File: config.mk
export PLATFORM = sky130hd
export DESIGN_NAME = vga_timing_gen_flat
export DESIGN_NICKNAME = d
export VERILOG_FILES = /design/src/rtl/vga_timing_gen_if.sv /design/src/rtl/vga_timing_gen.sv /design/src/flat_wrapper.sv
export SDC_FILE = /design/constraint.sdc
export NUM_CORES = 1
export LEC_CHECK = 0
export ABC_AREA = 0
export ABC_CLOCK_PERIOD_IN_PS = 2020
export CORE_MARGIN = 4
export CORE_UTILIZATION = 31
export DETAILED_ROUTE_END_ITERATION = 10
export PLACE_DENSITY = 0.6
export SYNTH_ARGS = -nofsm -noshare
export SYNTH_HDL_FRONTEND = slang
export SYNTH_SLANG_ARGS = --single-unit
File: constraint.sdc
create_clock -name clk25M -period 2.02 [get_ports clk25M]
set_input_delay 0.202 -clock clk25M [delete_from_list [all_inputs] [get_ports clk25M]]
set_output_delay 0.202 -clock clk25M [all_outputs]
set_load 0.03 [all_outputs]
File: src/rtl/vga_timing_gen_if.sv
// vga_timing_gen_if
// Pixel-coordinate interface between the VGA timing source and the game's
// renderer, plus the registered signals that leave for the VGA connector.
//
// Signals:
//   hs, vs          10-bit horizontal / vertical counters, source -> renderer
//   red_in          3-bit renderer colour for the current (hs,vs)
//   green_in        3-bit renderer colour
//   blue_in         2-bit renderer colour
//   vga_red/green/blue  registered, blanked colour to the DAC
//   hsync, vsync    registered sync outputs
//   video_on        registered active-area flag, aligned with vga_*
//   frame_tick      one-cycle pulse on the last pixel of each frame
//
// Modports:
//   master  timing generator side (drives counters and VGA outputs)
//   slave   renderer / connector side
//
// Handshake: none. The counters free-run; the renderer must return colour
// combinationally for the (hs,vs) presented in the same cycle.
interface vga_timing_gen_if;
    logic [9:0] hs;
    logic [9:0] vs;
    logic [2:0] red_in;
    logic [2:0] green_in;
    logic [1:0] blue_in;
    logic [2:0] vga_red;
    logic [2:0] vga_green;
    logic [1:0] vga_blue;
    logic       hsync;
    logic       vsync;
    logic       video_on;
    logic       frame_tick;

    modport master (
        output hs, vs, vga_red, vga_green, vga_blue,
               hsync, vsync, video_on, frame_tick,
        input  red_in, green_in, blue_in
    );

    modport slave (
        input  hs, vs, vga_red, vga_green, vga_blue,
               hsync, vsync, video_on, frame_tick,
        output red_in, green_in, blue_in
    );
endinterface

File: src/rtl/vga_timing_gen.sv
// vga_timing_gen
// Free-running VGA raster timing generator. Produces the pixel counters for
// the renderer, takes the renderer's colour back, blanks it outside the
// visible area and drives colour, sync, video_on and frame_tick from one
// register stage so every connector-side output lags the counters by
// exactly one cycle. Default timing is 640x480 @ 60 Hz on a 25 MHz clock.
//
// Ports:
//   clk25M  in   pixel clock, the only clock
//   rst     in   asynchronous active-high reset
//   bus     vga_timing_gen_if.master (counters out, colour in, VGA out)
module vga_timing_gen #(
    parameter int H_ACTIVE = 640,
    parameter int H_FP     = 16,
    parameter int H_SYNC   = 96,
    parameter int H_BP     = 48,
    parameter int V_ACTIVE = 480,
    parameter int V_FP     = 10,
    parameter int V_SYNC   = 2,
    parameter int V_BP     = 33,
    parameter bit SYNC_POL = 1'b0
) (
    input  logic               clk25M,
    input  logic               rst,
    vga_timing_gen_if.master   bus
);

    localparam int H_TOTAL = H_ACTIVE + H_FP + H_SYNC + H_BP;
    localparam int V_TOTAL = V_ACTIVE + V_FP + V_SYNC + V_BP;

    localparam logic [9:0] H_LAST   = 10'(H_TOTAL - 1);
    localparam logic [9:0] V_LAST   = 10'(V_TOTAL - 1);
    localparam logic [9:0] H_ACT    = 10'(H_ACTIVE);
    localparam logic [9:0] V_ACT    = 10'(V_ACTIVE);
    localparam logic [9:0] HS_FIRST = 10'(H_ACTIVE + H_FP);
    localparam logic [9:0] HS_LAST  = 10'(H_ACTIVE + H_FP + H_SYNC - 1);
    localparam logic [9:0] VS_FIRST = 10'(V_ACTIVE + V_FP);
    localparam logic [9:0] VS_LAST  = 10'(V_ACTIVE + V_FP + V_SYNC - 1);

    logic [9:0] r_hs;
    logic [9:0] r_vs;
    logic [2:0] r_red;
    logic [2:0] r_green;
    logic [1:0] r_blue;
    logic       r_hsync;
    logic       r_vsync;
    logic       r_video_on;
    logic       r_frame_tick;

    logic w_act;
    logic w_hsync_win;
    logic w_vsync_win;
    logic w_frame_end;

    // All pipeline decisions look at the counters as they stand this cycle;
    // the register stage below then presents them together one cycle later.
    assign w_act       = (r_hs < H_ACT) && (r_vs < V_ACT);
    assign w_hsync_win = (r_hs >= HS_FIRST) && (r_hs <= HS_LAST);
    assign w_vsync_win = (r_vs >= VS_FIRST) && (r_vs <= VS_LAST);
    assign w_frame_end = (r_hs == H_LAST) && (r_vs == V_LAST);

    always_ff @(posedge clk25M or posedge rst) begin
        if (rst) begin
            r_hs         <= '0;
            r_vs         <= '0;
            r_red        <= '0;
            r_green      <= '0;
            r_blue       <= '0;
            r_hsync      <= ~SYNC_POL;
            r_vsync      <= ~SYNC_POL;
            r_video_on   <= 1'b0;
            r_frame_tick <= 1'b0;
        end else begin
            if (r_hs == H_LAST) begin
                r_hs <= '0;
                r_vs <= (r_vs == V_LAST) ? '0 : r_vs + 10'd1;
            end else begin
                r_hs <= r_hs + 10'd1;
            end

            // Blank here rather than trusting the renderer to output black.
            r_red        <= w_act ? bus.red_in   : '0;
            r_green      <= w_act ? bus.green_in : '0;
            r_blue       <= w_act ? bus.blue_in  : '0;
            r_video_on   <= w_act;
            r_hsync      <= w_hsync_win ? SYNC_POL : ~SYNC_POL;
            r_vsync      <= w_vsync_win ? SYNC_POL : ~SYNC_POL;
            r_frame_tick <= w_frame_end;
        end
    end

    assign bus.hs         = r_hs;
    assign bus.vs         = r_vs;
    assign bus.vga_red    = r_red;
    assign bus.vga_green  = r_green;
    assign bus.vga_blue   = r_blue;
    assign bus.hsync      = r_hsync;
    assign bus.vsync      = r_vsync;
    assign bus.video_on   = r_video_on;
    assign bus.frame_tick = r_frame_tick;

endmodule

File: src/flat_wrapper.sv
// flat-port wrapper written by rule: the top's interface ports become plain ports
module vga_timing_gen_flat 
#(
    parameter int H_ACTIVE = 640,
    parameter int H_FP     = 16,
    parameter int H_SYNC   = 96,
    parameter int H_BP     = 48,
    parameter int V_ACTIVE = 480,
    parameter int V_FP     = 10,
    parameter int V_SYNC   = 2,
    parameter int V_BP     = 33,
    parameter bit SYNC_POL = 1'b0
)
  (clk25M, rst, bus_hs, bus_vs, bus_vga_red, bus_vga_green, bus_vga_blue, bus_hsync, bus_vsync, bus_video_on, bus_frame_tick, bus_red_in, bus_green_in, bus_blue_in);
  vga_timing_gen_if bus_i ();
  input  logic clk25M;
  input  logic rst;
  output wire logic [$bits(bus_i.hs)-1:0] bus_hs;
  output wire logic [$bits(bus_i.vs)-1:0] bus_vs;
  output wire logic [$bits(bus_i.vga_red)-1:0] bus_vga_red;
  output wire logic [$bits(bus_i.vga_green)-1:0] bus_vga_green;
  output wire logic [$bits(bus_i.vga_blue)-1:0] bus_vga_blue;
  output wire logic [$bits(bus_i.hsync)-1:0] bus_hsync;
  output wire logic [$bits(bus_i.vsync)-1:0] bus_vsync;
  output wire logic [$bits(bus_i.video_on)-1:0] bus_video_on;
  output wire logic [$bits(bus_i.frame_tick)-1:0] bus_frame_tick;
  input wire logic [$bits(bus_i.red_in)-1:0] bus_red_in;
  input wire logic [$bits(bus_i.green_in)-1:0] bus_green_in;
  input wire logic [$bits(bus_i.blue_in)-1:0] bus_blue_in;
  assign bus_hs = bus_i.hs;
  assign bus_vs = bus_i.vs;
  assign bus_vga_red = bus_i.vga_red;
  assign bus_vga_green = bus_i.vga_green;
  assign bus_vga_blue = bus_i.vga_blue;
  assign bus_hsync = bus_i.hsync;
  assign bus_vsync = bus_i.vsync;
  assign bus_video_on = bus_i.video_on;
  assign bus_frame_tick = bus_i.frame_tick;
  assign bus_i.red_in = bus_red_in;
  assign bus_i.green_in = bus_green_in;
  assign bus_i.blue_in = bus_blue_in;
  vga_timing_gen #(.H_ACTIVE(H_ACTIVE), .H_FP(H_FP), .H_SYNC(H_SYNC), .H_BP(H_BP), .V_ACTIVE(V_ACTIVE), .V_FP(V_FP), .V_SYNC(V_SYNC), .V_BP(V_BP), .SYNC_POL(SYNC_POL)) u_core (.clk25M(clk25M), .rst(rst), .bus(bus_i));
endmodule
# Word-level counts from Yosys, hierarchy flattened
# Index checks and enable logic that the tools add are counted.
classes:
  reduce_logical: 4
  n_mux: 7
  n_lt_le_gt_ge: 6
  addsub: 2
  n_eq_ne: 2
ops:
  columns: ["cell", "n"]
  rows:
  - ["adder 10 x 1 -> 10 bit (second input constant)", 2]
  - ["== test 10 bit (second input constant)", 2]
  - ["2-to-1 mux 10 bit", 2]
  - ["greater-or-equal comparator 10 bit (second input constant)", 1]
  - ["greater-or-equal comparator 10 x 9 -> 1 bit (second input constant)", 1]
  - ["<= comparator 10 bit (second input constant)", 1]
  - ["<= comparator 10 x 9 -> 1 bit (second input constant)", 1]
  - ["< comparator 10 bit (second input constant)", 1]
  - ["< comparator 10 x 9 -> 1 bit (second input constant)", 1]
  - ["2-to-1 mux 3 bit", 2]
  - ["logical AND 1 bit", 4]
  - ["2-to-1 mux 1 bit", 2]
  - ["2-to-1 mux 2 bit", 1]
word_totals:
  out_inout_bits: 32
  ff_bits: 32
  input_bits: 10
  wordCells: 30

# Longest topological paths before layout
depth:
  depth_word: 3
  ltp_mapped: 7
  ltp_nobuf: 5

# Worst setup path before layout
# No wires, ideal clock.
synth_timing:
  path_kind: "reg2reg"
  from: "reg u_core.r_hs[0], in the netlist u_core.bus.hs[0]"
  to: "reg u_core.r_vs[4], in the netlist u_core.bus.vs[4]"
  path_stages_with_launch: 7
  setup_ns: 0.125
  arrival_ns: 1.655
  path_slack_ns: 0.240
  required_time_ns: 1.895
  period_less_slack_ns: 1.780
  path_buffers: 1
  cell_sequence: "dfrtp_1 > ha_1 > and3_1 > and4b_1 > buf_2 > nand3_1 > mux2_2"
synth_via:
  elab_chain_len: 1
synth_rtl:
  columns: ["item", "line_no", "source"]
  rows:
  - ["from (decl)", "vga_timing_gen.sv:40", "logic [9:0] r_hs;"]
  - ["from (signal assigned)", "vga_timing_gen.sv:78", "r_hs <= r_hs + 10'd1;"]
  - ["== test 10 bit", "vga_timing_gen.sv:74", "if (r_hs == H_LAST) begin"]
  - ["to (signal assigned)", "vga_timing_gen.sv:76", "r_vs <= (r_vs == V_LAST) ? '0 : r_vs + 10'd1;"]
  - ["to (decl)", "vga_timing_gen.sv:41", "logic [9:0] r_vs;"]
# Every way passes these cells.
# A chain may end at the register's enable or synchronous reset.

# Worst setup path after layout
# Same ends and word-level chain as after synthesis.

==> impl_metrics.yaml <==
timing:
  period_minus_slack_ps: 1760
  rsz0062_at_grt: "no"
  fmax_mhz: 568
  setup_viol: 0
  setup-tns-final_ps: 0
  finalWorstSetupSlack_ps: 259
  worst_slew_pin_slew_ps: 466
  fin_crit_sh: 0.872
  clock_skew_ps: 7.17
  timing.hold.ws_ps: 297
  slew_violations: 0
  slew-limit-headroom: 0.688
  hold_violations: 0
logic_synthesis:
  yosys_warnings: 0
  netlist_instances: 125
  seq_area_frac_synth: 0.576
  yosysUniqueCellTypes: 30
  ys_ff_latch: 32
  synth_nets: 139
  netlist_area_um2: 1390
  avgSynthCellArea_um2: 11.2
die:
  core_area_um2: 4350
  dieArea_um2: 5630
  start_util: 0.320
  std_cell_rows: 24
  dieHeight_um: 75.1
  fp.dieW_um: 75.1
  pin_count: 42
global_route:
  grt_max_degree: 33
  first_global_vias: 1064
  antenna_found_initial: 0
  grt_overflow: 0
  grt_use_total: 0.118
  grt_pass1_wl_um: 4920
clock_tree:
  cts-resized-gates: 0
  cts_buffer_depth: 2
  cts_buffers: 5
  clk_pin_slew_worst_paths_ps: 70
  cts_tree: "yes"
  clkLatencyLatePin_ps: 280
  root_buffer: "clkbuf_8"
  cts_sinks: 32
  cts_setup_buffers: 0
  cts-htree-levels: 2
  hold_buffers: 0
routing:
  routed_via_density: 4.83
  wl_um: 3030
  drt_pre_antenna_iters: 2
  post_drt_wl_per_cell_um: 13.3
  initialDrtViolationCount: 49
  vias: 1096
  ant_nets: 0
  drc: 0
final_layout:
  multi_input_area_um2: 556
  utilization: 0.461
  final_net_count: 188
  post_layout_nonfiller_instances: 227
  final-seq-area_um2: 803
  layout_common_cells: "41 x clkdlybuf4s50_1, 30 x dfrtp_1, 11 x and2_1"
  final_common_cell: "clkdlybuf4s50_1"
  area_delta_synth_final_pct: 43.9
  drive_gt1_frac: 0.0800
  final_area_um2: 2010
  num_antenna_cells: 0
  num-fill-cells: 386
power_and_ir_drop:
  power_leakage_nw: 0.863
  power_mw: 1.38
  powerDensity_nw_per_um2: 687
  ir_drop_v: 0.000312
worst_setup_path:
  arrival_ps: 1930
  worst-setup-path-type: "reg2reg"
  start_kind: "flip-flop"
  cp_data_required_time_ps: 2190
  end_kind: "flip-flop"
  rr_worst_depth: 5
  path_max_fanout: 10
place:
  dpl_cell_area_um2: 1880
  place_inst: 219
  place_ws_ps: 266
  portBuffers: 41
  dp.final_hpwl_um: 2250
  routabilityCongestion: 0.769
worst_hold_path:
  min_path_type: "in2async"
outcome:
  status: "complete, no violations"
flow_run:
  cap_violations: 0
==> flip-flops by register name (all words and copies together) (netlist names) <==
name,cells
u_core.bus.vga_red,3
u_core.bus.vga_green,3
u_core.bus.video_on,1
u_core.bus.frame_tick,1
u_core.bus.vga_blue,2
u_core.bus.hsync,1
u_core.bus.vs,10
u_core.bus.hs,10
u_core.bus.vsync,1
==> layout make-up <==
type	count	area share
tap	52	0.0324
inverter	6	0.0112
sequential	32	0.400
clock inverter	1	0.0150
multi-input combinational	85	0.277
timing repair buffer	44	0.216
clock buffer	7	0.0480
==> power by group <==
part | internal (mW) | switching (mW) | total, mW
sequential | 0.649 | 0.00212 | 0.651
clock | 0.435 | 0.222 | 0.656
combinational | 0.0336 | 0.0361 | 0.0697
total | 1.12 | 0.260 | 1.38
==> critical path: stages (launching register included) <==
cell	delay (ps)
dfrtp_1	420
ha_1	220
and3_1	190
and4b_1	390
nand3_1	140
mux2_2	280
==> logic make-up after synthesis <==
family                   share of synthesized area
buffers and inverters                       0.0251
AO/OA/AOI/OAI                               0.0440
adder cells (fa/ha/maj)                     0.0359
AND/OR/NAND/NOR                              0.241
XOR/XNOR                                    0.0691
multiplexers                               0.00808
flip-flops                                   0.576
==> routing by layer <==
metal / global-route usage / share of wire / up-vias / wire, µm
li1: - / - / 530 / -
met4: 0.0534 / 0.020 / 0 / 62
met2: 0.191 / 0.51 / 21 / 1540
met1: 0.138 / 0.41 / 541 / 1240
met5: 0 / 0 / - / 0
met3: 0.0454 / 0.060 / 4 / 182
==> cells in the mapped netlist (all sizes together) <==
library cell,n,area share
nor3,2,0.0072
nand2b,1,0.0045
nor2b,1,0.0045
and3,4,0.018
and2,11,0.049
mux2,1,0.0081
nor2,8,0.022
nand2,8,0.022
or3,1,0.0045
ha,4,0.036
dfstp,2,0.038
o31ai,1,0.0054
buf,2,0.0090
nand3,8,0.029
and4,2,0.013
xor2,6,0.038
nand4b,2,0.013
dfrtp,30,0.54
inv,6,0.016
nand4,5,0.022
a31oi,1,0.0045
o21ai,5,0.018
nor4b,2,0.013
a22oi,1,0.0054
and4bb,1,0.0090
or4,1,0.0054
and4b,1,0.0072
a21oi,3,0.011
xnor2,5,0.031
==> path summary, 6_finish.rpt <==
kind | slack [ps] | startpoint | endpoint
worst min register to register | 520 | u_core.bus.hs[0] | u_core.bus.hs[0]
worst max-delay path | 260 | u_core.bus.hs[0] | u_core.bus.vs[4]
max in group asynchronous | 1390 | rst | u_core.bus.hsync
min in group clk25M | 470 | bus_red_in[2] | u_core.bus.vga_red[2]
worst min-delay path | 300 | rst | u_core.bus.vga_red[2]
worst max register to register | 260 | u_core.bus.hs[0] | u_core.bus.vs[4]
Power figures use the tool's default switching activity.
